`src/rtl/axis_to_uart_tx.sv`:
```
// AXI-Stream to UART transmitter.
// Accepts one word per frame on an AXI-Stream sink and serialises it as
// start bit, BIT_PER_WORD data bits (LSB first), optional parity and
// one or two stop bits. Every line bit lasts floor(CLK_FREQ*1e6/BIT_RATE) clocks.
//
// Ports:
//   aclk    - clock, all state changes on its rising edge
//   aresetn - asynchronous active-low reset
//   tdata   - word to transmit
//   tvalid  - tdata valid
//   tready  - high only while idle, i.e. when a new word can be accepted
//   tuser   - ignored
//   TX      - registered serial line, idles high
module axis_to_uart_tx #(
  parameter int unsigned CLK_FREQ      = 100,     // MHz
  parameter int unsigned BIT_RATE      = 115200,  // bit/s
  parameter int unsigned BIT_PER_WORD  = 8,       // 5..9
  parameter int unsigned PARITY_BIT    = 0,       // 0 none, 1 odd, 2 even
  parameter int unsigned STOP_BITS_NUM = 1        // 1 or 2
) (
  input  logic                    aclk,
  input  logic                    aresetn,
  input  logic [BIT_PER_WORD-1:0] tdata,
  input  logic                    tvalid,
  output logic                    tready,
  input  logic                    tuser,
  output logic                    TX
);

  localparam int unsigned BitPeriod = CLK_FREQ * 1000000 / BIT_RATE;
  localparam int unsigned CntW      = $clog2(BitPeriod + 1);
  localparam int unsigned BitW      = $clog2(BIT_PER_WORD + 1);

  localparam logic [CntW-1:0] CntLast = CntW'(BitPeriod - 1);
  localparam logic [BitW-1:0] BitLast = BitW'(BIT_PER_WORD - 1);

  typedef enum logic [2:0] {
    StIdle,
    StStart,
    StData,
    StParity,
    StStop1,
    StStop2
  } state_e;

  state_e                  state_q, state_d;
  logic [CntW-1:0]         clk_cnt_q, clk_cnt_d;
  logic [BitW-1:0]         bit_cnt_q, bit_cnt_d;
  logic [BIT_PER_WORD-1:0] shift_q, shift_d;
  logic                    parity_q, parity_d;
  logic                    tx_q, tx_d;
  logic                    bit_end;

  logic unused_tuser;
  assign unused_tuser = tuser;

  always_comb begin
    state_d   = state_q;
    clk_cnt_d = clk_cnt_q;
    bit_cnt_d = bit_cnt_q;
    shift_d   = shift_q;
    parity_d  = parity_q;
    tready    = (state_q == StIdle);
    bit_end   = (clk_cnt_q == CntLast);

    if (state_q == StIdle) begin
      if (tvalid) begin
        shift_d   = tdata;
        // Parity is fixed from the word at the handshake, not from the shifted copy.
        parity_d  = (PARITY_BIT == 1) ? ~^tdata : ^tdata;
        clk_cnt_d = '0;
        bit_cnt_d = '0;
        state_d   = StStart;
      end
    end else if (!bit_end) begin
      clk_cnt_d = clk_cnt_q + CntW'(1);
    end else begin
      clk_cnt_d = '0;
      case (state_q)
        StStart: state_d = StData;
        StData: begin
          if (bit_cnt_q == BitLast) begin
            state_d = (PARITY_BIT != 0) ? StParity : StStop1;
          end else begin
            bit_cnt_d = bit_cnt_q + BitW'(1);
            shift_d   = shift_q >> 1;
          end
        end
        StParity: state_d = StStop1;
        StStop1:  state_d = (STOP_BITS_NUM == 2) ? StStop2 : StIdle;
        default:  state_d = StIdle;
      endcase
    end

    // Line level is registered: derive it from the state being entered.
    case (state_d)
      StStart:  tx_d = 1'b0;
      StData:   tx_d = shift_d[0];
      StParity: tx_d = parity_d;
      default:  tx_d = 1'b1;
    endcase
  end

  always_ff @(posedge aclk or negedge aresetn) begin
    if (!aresetn) begin
      state_q   <= StIdle;
      clk_cnt_q <= '0;
      bit_cnt_q <= '0;
      shift_q   <= '0;
      parity_q  <= 1'b0;
      tx_q      <= 1'b1;
    end else begin
      state_q   <= state_d;
      clk_cnt_q <= clk_cnt_d;
      bit_cnt_q <= bit_cnt_d;
      shift_q   <= shift_d;
      parity_q  <= parity_d;
      tx_q      <= tx_d;
    end
  end

  assign TX = tx_q;

endmodule

```
`config.mk`:
```
export PLATFORM = sky130hd
export DESIGN_NAME = axis_to_uart_tx
export DESIGN_NICKNAME = d
export VERILOG_FILES = /design/src/rtl/axis_to_uart_tx.sv
export SDC_FILE = /design/constraint.sdc
export NUM_CORES = 1
export LEC_CHECK = 0
export CAP_MARGIN = 20
export CORE_MARGIN = 2
export CORE_UTILIZATION = 50
export CTS_BUF_LIST = sky130_fd_sc_hd__clkbuf_2 sky130_fd_sc_hd__clkbuf_4 sky130_fd_sc_hd__clkbuf_8
export DETAILED_ROUTE_END_ITERATION = 16
export HOLD_SLACK_MARGIN = 0.03
export PLACE_DENSITY = 0.71
export SYNTH_ARGS = -nofsm -noshare
export SYNTH_HDL_FRONTEND = slang
export SYNTH_SLANG_ARGS = --single-unit
```
`constraint.sdc`:
```
create_clock -name aclk -period 2.5 [get_ports aclk]
set_input_delay 0.5 -clock aclk [delete_from_list [all_inputs] [get_ports aclk]]
set_output_delay 0.5 -clock aclk [all_outputs]
set_load 0.005 [all_outputs]
```
---- Word-level counts from Yosys, hierarchy flattened ----
Cells that the tools add are included.
operators by class
  bitwise gates (word level) .............. 0
  reduce and logical (&&, ||, !) cells .... 5
  div/mod/pow operators ................... 0
  multiplexer cells ....................... 21
  multiply operators ...................... 0
  shift operators ......................... 0
  add/sub/neg operators ................... 2
  equal/unequal tests ..................... 10
  $lt $le $gt $ge ......................... 0
operator list
  kind                     number
  $mux W8                  5
  $mux W10                 3
  $mux W4                  5
  $eq A3 B2 Y1 const B     4
  $mux W3                  4
  $add A10 B1 Y10 const B  1
  $eq A10 B10 Y1 const B   1
  $pmux W3 S3              1
  $reduce_xor A8 Y1        1
  $eq A3 B1 Y1 const B     2
  $add A4 B1 Y4 const B    1
  $eq A4 B3 Y1 const B     1
  $ne A2 B2 Y1 const B     2
  $reduce_and A4 Y1        1
  $reduce_bool A2 Y1       2
  $logic_not A3 Y1         1
  $pmux W1 S3              1
  $mux W1                  2
word-level totals
  bits in writable memories ............... 0
  bits in latches ......................... 0
  logic and storage cells ................. 45
  memories ................................ 0
  output and inout bits ................... 2
  input port bits ......................... 12
  memory bits (read-only) ................. 0
  register bits after elaboration ......... 27

---- Longest topological paths before layout ----
  depth in word-level cells ............... 7
  gate-level depth with buffers ........... 8
  gate-level depth less buffers ........... 6

---- Worst setup path before layout ----
No wires, ideal clock.
  kind .................................... register -> register
  from .................................... register clk_cnt_q[0]
  to ...................................... register tx_q, in the netlist TX
  library setup time ...................... 83 ps
  arrival ................................. 2,189 ps
  slack ................................... 228 ps
  stages on the path, launching flop included .. 8
  required time ........................... 2,417 ps
  path through ............................ dfrtp_1 > ha_1 > or3b_4 > or3_1 > buf_6 > or2_0 > o221a_1 > a221o_1
RTL lines
  what                    line  source
  from (decl)             47    logic [CntW-1:0] clk_cnt_q, clk_cnt_d;
  from (signal assigned)  114   clk_cnt_q <= clk_cnt_d;
  $eq A10 B10 Y1          64    bit_end = (clk_cnt_q == CntLast);
  $mux W8                 75    end else if (!bit_end) begin
  $mux W8                 66    if (state_q == StIdle) begin
  named net shift_d[0]    49    logic [BIT_PER_WORD-1:0] shift_q, shift_d;
  $pmux W1 S3             96    case (state_d)
  named net tx_d          51    logic tx_q, tx_d;
  to (signal assigned)    118   tx_q <= tx_d;
  to (decl)               51
The timed path passes the listed nets, and every way through them passes these cells. The select of a mux whose other input is x is not followed.
A chain may end at the register's enable or synchronous reset.

---- Worst setup path in the final report ----
Ends and elaborated chain as after synthesis.

==> out/metrics.cfg <==
[drt]
drtAntennaViolNets = 0
drt_iter0_drc = 57
wl_met3_um = 107
dr_total_vias = 1139
via_per_inst = 5.902
avgRoutedWirePerCell_um = 14.39
top_layer = met4
finalWirelength_um = 2778
routed-wl-met2_um = 1391
drt-met1-wl_um = 1222
first_pass_iters = 4
drc = 0

[clocking]
htreeDepth = 1
cts_buffers = 3
clkTransAtPathRegs_ns = 0.15
hold_buffers = 0
cts-root-buf = clkbuf_4
insertion_delay_ns = 0.32
cts_tree = yes
clock_sinks = 27
clock_path_buffers = 2

[placement]
numPortBuffers = 12
place_area_sq_um = 1618
pre_cts_ws_ns = 0.1274
gp_congestion = 0.8758
dp.cells = 189
place_hpwl_um = 2123

[sta]
max_slew.worst_pin.slew_ns = 0.5056
fmax_mhz = 418.6
fin_ws_ns = 0.1109
hold_viol = 0
setup_viol = 0
hold_slack_ns = 0.5260
final_max_slew_viol_count = 0
rsz0062_at_grt = no
period_share_pct = 95.56
fin_setup_tns_ns = 0
slew_headroom_pct = 66.17
period_needed_ns = 2.389
fin_skew_ns = 0.007457

[synthesis]
synth_compound_area_share_pct = 19.28
synthMuxAreaShare_pct = 0.7923
netlist_area_sq_um = 1421
ys_warn_count = 0
yosysSeqAreaShare_pct = 47.62
synth-xor-area-share_pct = 6.162
synth_enable_flop_cells = 0
synth_fa_ha_area_share_pct = 1.761
synth_seq_cells = 27
ys_async_sr_fraction_pct = 100.0
post_synth.cell_area_avg_sq_um = 9.940
dominantRegCellSynth = dfrtp_1
synthSimpleGateAreaFrac_pct = 20.95
syn-num-nets = 157
synth_cells = 143
ys_types = 41
synth_top_family_by_area = simple AND/OR/NAND/NOR gates

[job]
cap_viol_max_count = 0

[global_routing]
grt_max_degree = 28
grtUsageTotal_pct = 18.51
antenna_found_initial = 0
overflow = 0
grt_pass1_vias = 1112
grt_first_pass_wirelength_um = 4761

[die]
core_area_sq_um = 2734
pin_count = 14
rows = 19
dieArea_sq_um = 3285
start_util_pct = 51.99
fp.dieW_um = 57.32
dieHeight_um = 57.32

[worst_setup_path]
r2r_end = TX
reg2regPathDepth = 6
crit_path_end_kind = flip-flop
reg2reg_from = clk_cnt_q[0]
reg2reg_setup_slack_ns = 0.11
cpPeakStageDelay_ns = 0.43
crit_family = simple AND/OR/NAND/NOR gates
crit_fanout = 5
cp.required_ns = 2.76
worstPathCellList = ha_2, or3b_4, or3_1, or2_0, o221a_1, a221o_1
cp.arrival_ns = 2.65
critical_path_class = flip-flop to flip-flop
setup.worst_path.start_class = flip-flop
slowest_stage = dfrtp_1
path_buf_inv = 0

[run_status]
status = finished, final reports clean

[cells_and_area]
synthToLayoutAreaGrowth_pct = 15.93
drive_above_1_share_pct = 13.58
final_cells = 193
antennaDiodeCount = 0
fillCellCount = 231
final-seq-area_sq_um = 676.9
fin_area_sq_um = 1648
multi_input_area_sq_um = 698.2
num-nets-final = 177

[pwr]
ir_drop_v = 0.0005763
powerDensity_nw_per_um2 = 762.4
power.leakage_nw = 0.6821

[hold_path]
min_path_type = input port to async pin

cells by family (layout without fill, tap and decap cells):
family                     after synthesis  in the layout
and+or+nand+nor                         53             53
adders and majority gates                2              2
xor gates and xnor gates                10             10
AOI/OAI and AO/OA                       39             39
DFF                                     27             27
buffers and inverters                   11             30
muxes                                    1              1
worst max path at each step:
stage	start	to	slack (ns)	cells past startpoint
floorplan	clk_cnt_q[0]	TX	0.23	7
global placement	clk_cnt_q[0]	TX	0.16	6
detailed placement	clk_cnt_q[0]	TX	0.13	6
CTS	state_q[0]	tready	0.09	3
global route	state_q[0]	tready	0.009	3
finish	clk_cnt_q[0]	TX	0.11	6
flip-flops by register name, indices dropped and copies added, names as in the netlist:
register	count
bit_cnt_q	4
shift_q	8
parity_q	1
clk_cnt_q	10
state_q	3
TX	1
metrics by stage:
step	utilization, %	power (W)
after CTS	60.18	0.001264
after global placement	59.18	0.001049
after floorplan	-	0.0009316
after global routing	60.27	0.001350
final	60.27	0.001256
after detailed placement	59.18	0.001074
synthesized netlist by cell type (4+ instances only):
cell type	number	area, sq um
xnor2_1	9	78.83
nand2_1	9	33.78
dfrtp_1	26	650.6
a221o_1	7	70.07
a21oi_1	4	20.02
nand3_1	5	25.02
o31ai_1	6	45.04
o21ai_0	13	65.06
nor2_1	12	45.04
and2_1	6	37.54
clkbuf_1	5	18.77
inv_1	5	18.77
metal layers:
| layer | track usage, % | up-vias |
|---|---|---|
| li1 | - | 559 |
| met1 | 22.75 | 552 |
| met2 | 31.86 | 22 |
| met3 | 2.268 | 6 |
| met4 | 9.635 | 0 |
| met5 | 0 | - |
cells in the final DEF, fill, tap and decap left out, types with 6 or more instances in the layout:
cell             Yosys  final
o31ai_1              6      6
o21ai_0             13     13
xnor2_1              9      9
a221o_1              7      7
dfrtp_1             26     26
buf_4                0      9
and2_1               6      6
clkdlybuf4s50_1      0     12
nand2_1              9      9
nor2_1              12     12
where the power goes:
part / internal, W / total (W) / switching [W]
clock: 0.0000598 / 0.000187 / 0.000127
sequential: 0.000573 / 0.000688 / 0.000115
combinational: 0.000218 / 0.000381 / 0.000163
total: 0.000851 / 0.00126 / 0.000405
cell type report:
type	instances	share of cell area, %
Clock buffer	3	1.367
Clock inverter	1	0.3037
Inverter	5	1.139
Multi-Input combinational cell	105	42.37
Sequential cell	27	41.08
Tap cell	31	2.354
Timing Repair Buffer	21	11.39
worst register-to-register path: cells and delay by family (launching register included):
| kind | cells | cell delay [ns] |
|---|---|---|
| fa+ha+maj | 1 | 0.23 |
| simple gates | 3 | 1.05 |
| compound gates | 2 | 0.62 |
| flops | 1 | 0.43 |
timing repair:
item                       CTS  global route
hold endpoints to repair     0             0
buffers inserted             0             0
resized for setup            0             1
setup endpoints to repair    0             1
(Power assumes the default switching activity.)
==> edit 1: new RTL, config.mk and constraints unchanged <==
Encoding of `state_e`: now one-hot (6 bits for 6 states).
--- a/src/rtl/axis_to_uart_tx.sv
+++ b/src/rtl/axis_to_uart_tx.sv
@@ -34,13 +34,13 @@
   localparam logic [CntW-1:0] CntLast = CntW'(BitPeriod - 1);
   localparam logic [BitW-1:0] BitLast = BitW'(BIT_PER_WORD - 1);
 
-  typedef enum logic [2:0] {
-    StIdle,
-    StStart,
-    StData,
-    StParity,
-    StStop1,
-    StStop2
+  typedef enum logic [5:0] {
+    StIdle   = 6'b000001,
+    StStart  = 6'b000010,
+    StData   = 6'b000100,
+    StParity = 6'b001000,
+    StStop1  = 6'b010000,
+    StStop2  = 6'b100000
   } state_e;
 
   state_e                  state_q, state_d;
Check against the original RTL: same outputs for any inputs over 10 cycles, from zero or initial values and one cycle with aresetn low; not proved beyond that.
==> edit 1 against the original RTL <==
- clock skew about the same
- final area increased by 13%
- first-iteration DRC count increased by 7.0%
- critical path depth decreased by 3
- worst setup slack improved by 0.038 ns
- sequential cell count increased by 3
- cell count increased by 22%
- highest routed layer unchanged
- synthesized area increased by 13%
- die area increased by 12%
- routed wire length increased by 20%
Power is not compared: it rests on default switching activity, and its combinational part moved more than twofold at a synthesized area within 25%.
==> edit 1: results (changes against the original RTL) <==
GRT
  • GR Util met1: 27.2% (was 22.7%)
  • GR met2 Demand/Resource: 33.9% (was 31.9%)
  • GRT Overall Usage: 21.6% (was 18.5%)
  • First-pass GRT wire length: 5.77 mm (was 4.76 mm)
  • Met3 Usage GRT: 6.40% (was 2.27%)
  • Pin count of the biggest net entering global routing: 31 (was 28)
  • Initial antenna violation count: 0 (unchanged)
  • Vias in the first global route: 1282 (was 1112)

Synth
  • Mux contribution to synthesized area: 0% (was 0.792%)
  • Most common library cells after synthesis: nand2_1, dfrtp_1, o21ai_1 (was dfrtp_1, o21ai_0, nor2_1)
  • Compound-Gate Fraction of Synth Area: 16.4% (was 19.3%)
  • Sequential-to-total area share from yosys stat: 46.8% (was 47.6%)
  • Synth Area in Adders: 1.55% (was 1.76%)
  • Unique masters post-synth: 46 (was 41)
  • Synth area leaders: dfrtp_1, nand2_1, xnor2_1, o21ai_1, dfstp_2 (was dfrtp_1, xnor2_1, a221o_1, o21ai_0, nor2_1)
  • Synth Area in XOR/XNOR: 5.98% (was 6.16%)
  • Asr flop ratio synth: 100% (unchanged)
  • Post-Syn Nets: 185 (was 157)
  • Synthesis warning total: 0 (unchanged)
  • Avg Synthesized Cell Area: 9.42 sq um (was 9.94 sq um)

Worst setup path
  • Family with the most delay on the worst path: simple AND/OR/NAND/NOR gates (unchanged)
  • Max incr delay on CP: 0.55 ns (was 0.43 ns)
  • CP max FO: 8 (was 5)
  • CP max-delay cell: or4_4 (was dfrtp_1)
  • Crit path DAT: 1.85 ns (was 2.65 ns)

Final layout
  • Fin cells: 236 (was 193)
  • Layout cell share with drive strength beyond 1: 12.0% (was 13.6%)
  • Largest regs: clk_cnt_q x10, shift_q x8, state_q x6 (was clk_cnt_q x10, shift_q x8, bit_cnt_q x4)
  • Final nets: 205 (was 177)

Timing
  • Endpoints failing setup: 0 (unchanged)
  • Clock Skews: 0.00737 ns (was 0.00746 ns)
  • Max_slew headroom: 61.3% (was 66.2%)

Detailed routing
  • DR WL/cell: 14.1 microns (was 14.4 microns)
  • 1st-iter DRT viols: 61 (was 57)
  • Max Used Layer: met4 (unchanged)
  • WL met3: 151 microns (was 107 microns)
  • Vias per cell: 5.69 (was 5.90)
  • Metal2 WL: 1.57 mm (was 1.39 mm)
  • Met1 Wirelength: 1.55 mm (was 1.22 mm)

CTS
  • Clock latency on the worst-skew pair: 0.34 ns (was 0.32 ns)
  • Reg clk slew, reported paths: 0.09 ns (was 0.15 ns)
  • Post-CTS Resized: 3 (was 0)
  • H-tree depth: 2 (was 1)
  • Postcts setup bufs: 1 (was 0)
  • CTS buffer count: 5 (was 3)

Place
  • Post-place setup slack: 0.205 ns (was 0.127 ns)
  • DPL Wire Length: 2.33 mm (was 2.12 mm)
  • Area post-placement: 1790 sq um (was 1620 sq um)
  • Inst Count DP: 227 (was 189)
  • Gp weighted congestion: 0.851 (was 0.876)

Run status
  • Status: completed (unchanged)

Power
  • Total power: 0.855 mW

Min path
  • Worst Hold Class: reg -> reg (was in -> async)
edit 1: cell types whose count changed in the layout (fill, tap and decap cells not counted), sizes merged, moves of 5 or more:
cell / unedited run / this run
a221o: 7 / 0
a22oi: 0 / 6
nand2: 9 / 30
nor3: 2 / 8
o21ai: 13 / 18
o31ai: 6 / 1
edit 1: cell type report:
| class | instances | area, sq um |
|---|---|---|
| clock buffers | 7 | 58.8 |
| multi-input cells | 133 | 815 |
| repair buffers | 17 | 156 |
| flip-flops and latches | 30 | 756 |
| well taps | 44 | 55.1 |
| inverters | 4 | 15.0 |
| fillers | 279 | 1190 |
| clock inverters | 1 | 5.00 |
edit 1: path summary, 6_finish.rpt:
path                                    from           end  slack (ns)  cells after the start
worst max-delay path              state_q[1]        tready        0.15                      3
worst min-delay path              shift_q[3]    shift_q[3]        0.49                      2
worst max register to register  clk_cnt_q[0]            TX        0.25                      7
worst min register to register    shift_q[3]    shift_q[3]        0.49                      2
max in group asynchronous            aresetn    state_q[0]        1.65                      2
min in group asynchronous            aresetn  bit_cnt_q[1]        0.54                      2
edit 1: per-stage QoR:
step	hold slack, ns	util, %
2_1_floorplan	0.204	-
6_report	0.487	60.9
3_5_place_dp	0.471	58.6
3_3_place_gp	0.458	58.6
5_1_grt	0.535	60.9
4_1_cts	0.493	60.9
edit 1: worst min-delay path, cell delays in order (launching register included):
cell	delay [ns]
dfrtp_1	0.35
nand2_1	0.05
nand2_1	0.06
edit 1: power breakdown:
group          leakage [nW]  switching, mW  internal [mW]  total [mW]
clock network        0.0387          0.174          0.147       0.321
logic                 0.383         0.0217         0.0273      0.0490
registers             0.358              0          0.485       0.485
total                 0.780          0.196          0.659       0.855
==> edit 2: new RTL, config.mk and constraints unchanged <==
Made on the original files. Change the parameter `BIT_RATE` from 115200 to 460800.
--- a/src/rtl/axis_to_uart_tx.sv
+++ b/src/rtl/axis_to_uart_tx.sv
@@ -13,7 +13,7 @@
 //   TX      - registered serial line, idles high
 module axis_to_uart_tx #(
   parameter int unsigned CLK_FREQ      = 100,     // MHz
-  parameter int unsigned BIT_RATE      = 115200,  // bit/s
+  parameter int unsigned BIT_RATE      = 460800,  // bit/s
   parameter int unsigned BIT_PER_WORD  = 8,       // 5..9
   parameter int unsigned PARITY_BIT    = 0,       // 0 none, 1 odd, 2 even
   parameter int unsigned STOP_BITS_NUM = 1        // 1 or 2
Formal check against the unedited RTL: same outputs for any inputs over 10 cycles, from zero or initial values and one cycle with aresetn low; that may be too few to reach the edited logic, so the function may still have changed.
==> edit 2 against the original RTL <==
- sequential power down 12%
- core utilization rose by 0.63 points
- final area down 9.3%
- critical path type is now reg -> out
- worst setup slack improved by 0.018 ns
- first-iteration DRC count is 1.8% lower
- sequential cell count decreased by 2
- synthesized area is 8.9% lower
- die area down 8.3%
- via count is 10% lower
- largest cell class is now sequential cells
- power fell by 16%
- routed wire length fell by 6.8%
- count of clock-buffer cells in the layout stayed put
==> edit 2: results (changes against the original RTL) <==
Power
  • Clock group share of total power: 17.8% (was 14.9%)
  • Sw Ratio: 33.3% (was 32.2%)
  • P_comb: 0.269 mW (was 0.381 mW)
  • Peak VDD IR: 409 uV (was 576 uV)

Worst setup path
  • Setup crit end: tready (was TX)
  • CP max-delay cell: clkdlybuf4s50_1 (was dfrtp_1)
  • FF-to-FF End: shift_q[4] (was TX)
  • R2r setup slk: 0.49 ns (was 0.11 ns)
  • Max incr delay on CP: 0.52 ns (was 0.43 ns)
  • Critical path startpoint: state_q[0] (was clk_cnt_q[0])
  • R2R cell count: 7 (was 6)

Run status
  • Status: completed (unchanged)

GRT
  • GRT Overall Usage: 19.5% (was 18.5%)
  • Pin count of the biggest net entering global routing: 16 (was 28)
  • First-pass GRT wire length: 4.15 mm (was 4.76 mm)
  • GR met2 Demand/Resource: 31.7% (was 31.9%)
  • Vias in the first global route: 923 (was 1112)
  • Met3 Usage GRT: 4.03% (was 2.27%)
  • GR Util met1: 26.0% (was 22.7%)

Timing
  • Max_slew headroom: 62.6% (was 66.2%)
  • Min Hold Slack: 0.483 ns (was 0.526 ns)
  • Clock Skews: 0.00651 ns (was 0.00746 ns)

Final layout
  • Final nets: 153 (was 177)
  • Layout cell share with drive strength beyond 1: 10.2% (was 13.6%)
  • Fin util: 60.9% (was 60.3%)
  • Fillers: 211 (was 231)
  • Largest regs: clk_cnt_q x8, shift_q x8, bit_cnt_q x4 (was clk_cnt_q x10, shift_q x8, bit_cnt_q x4)

Place
  • Gp weighted congestion: 0.819 (was 0.876)
  • Area post-placement: 1470 sq um (was 1620 sq um)
  • Post-place setup slack: 0.290 ns (was 0.127 ns)
  • DPL Wire Length: 1.94 mm (was 2.12 mm)
  • Inst Count DP: 163 (was 189)

Synth
  • Most common library cells after synthesis: dfrtp_1, o21ai_0, inv_1 (was dfrtp_1, o21ai_0, nor2_1)
  • Compound-Gate Fraction of Synth Area: 18.5% (was 19.3%)
  • Mux contribution to synthesized area: 3.19% (was 0.792%)
  • Unique masters post-synth: 40 (was 41)
  • Post-Syn Nets: 135 (was 157)
  • Cells after synthesis: 120 (was 143)
  • Synth Area in Adders: 2.90% (was 1.76%)
  • Sequential-to-total area share from yosys stat: 48.4% (was 47.6%)
  • Synth Area in XOR/XNOR: 6.09% (was 6.16%)

Detailed routing
  • Final WL: 2.59 mm (was 2.78 mm)
  • DR vias: 1021 (was 1139)
==> edit 2: cell types whose count changed in the layout (fill, tap and decap cells not counted), moves of 3 or more <==
cell	before	now
a222oi_1	0	6
buf_4	9	4
and2_1	6	0
a221o_1	7	0
o31ai_1	6	1
mux2i_1	0	3
nor2_1	12	6
inv_1	5	9
==> edit 2: metal layers <==
layer / share of wire, % / wire, microns
met1: 47 / 1220
met2: 49 / 1270
met4: 0.58 / 15
met3: 3.2 / 82
met5: 0 / 0
==> edit 2: cell type report <==
class / instances / share of cell area, %
Clock buffer: 3 / 1.51
Tap cell: 30 / 2.51
Sequential cell: 25 / 41.9
Timing Repair Buffer: 16 / 10.0
Clock inverter: 1 / 0.502
Inverter: 9 / 2.26
Multi-Input combinational cell: 83 / 41.3
==> edit 2: critical path, delay by kind of cell, from the launching register on <==
family        cells  cell delay, ns
buf+inv           2            0.65
simple gates      1            0.42
flops             1            0.48
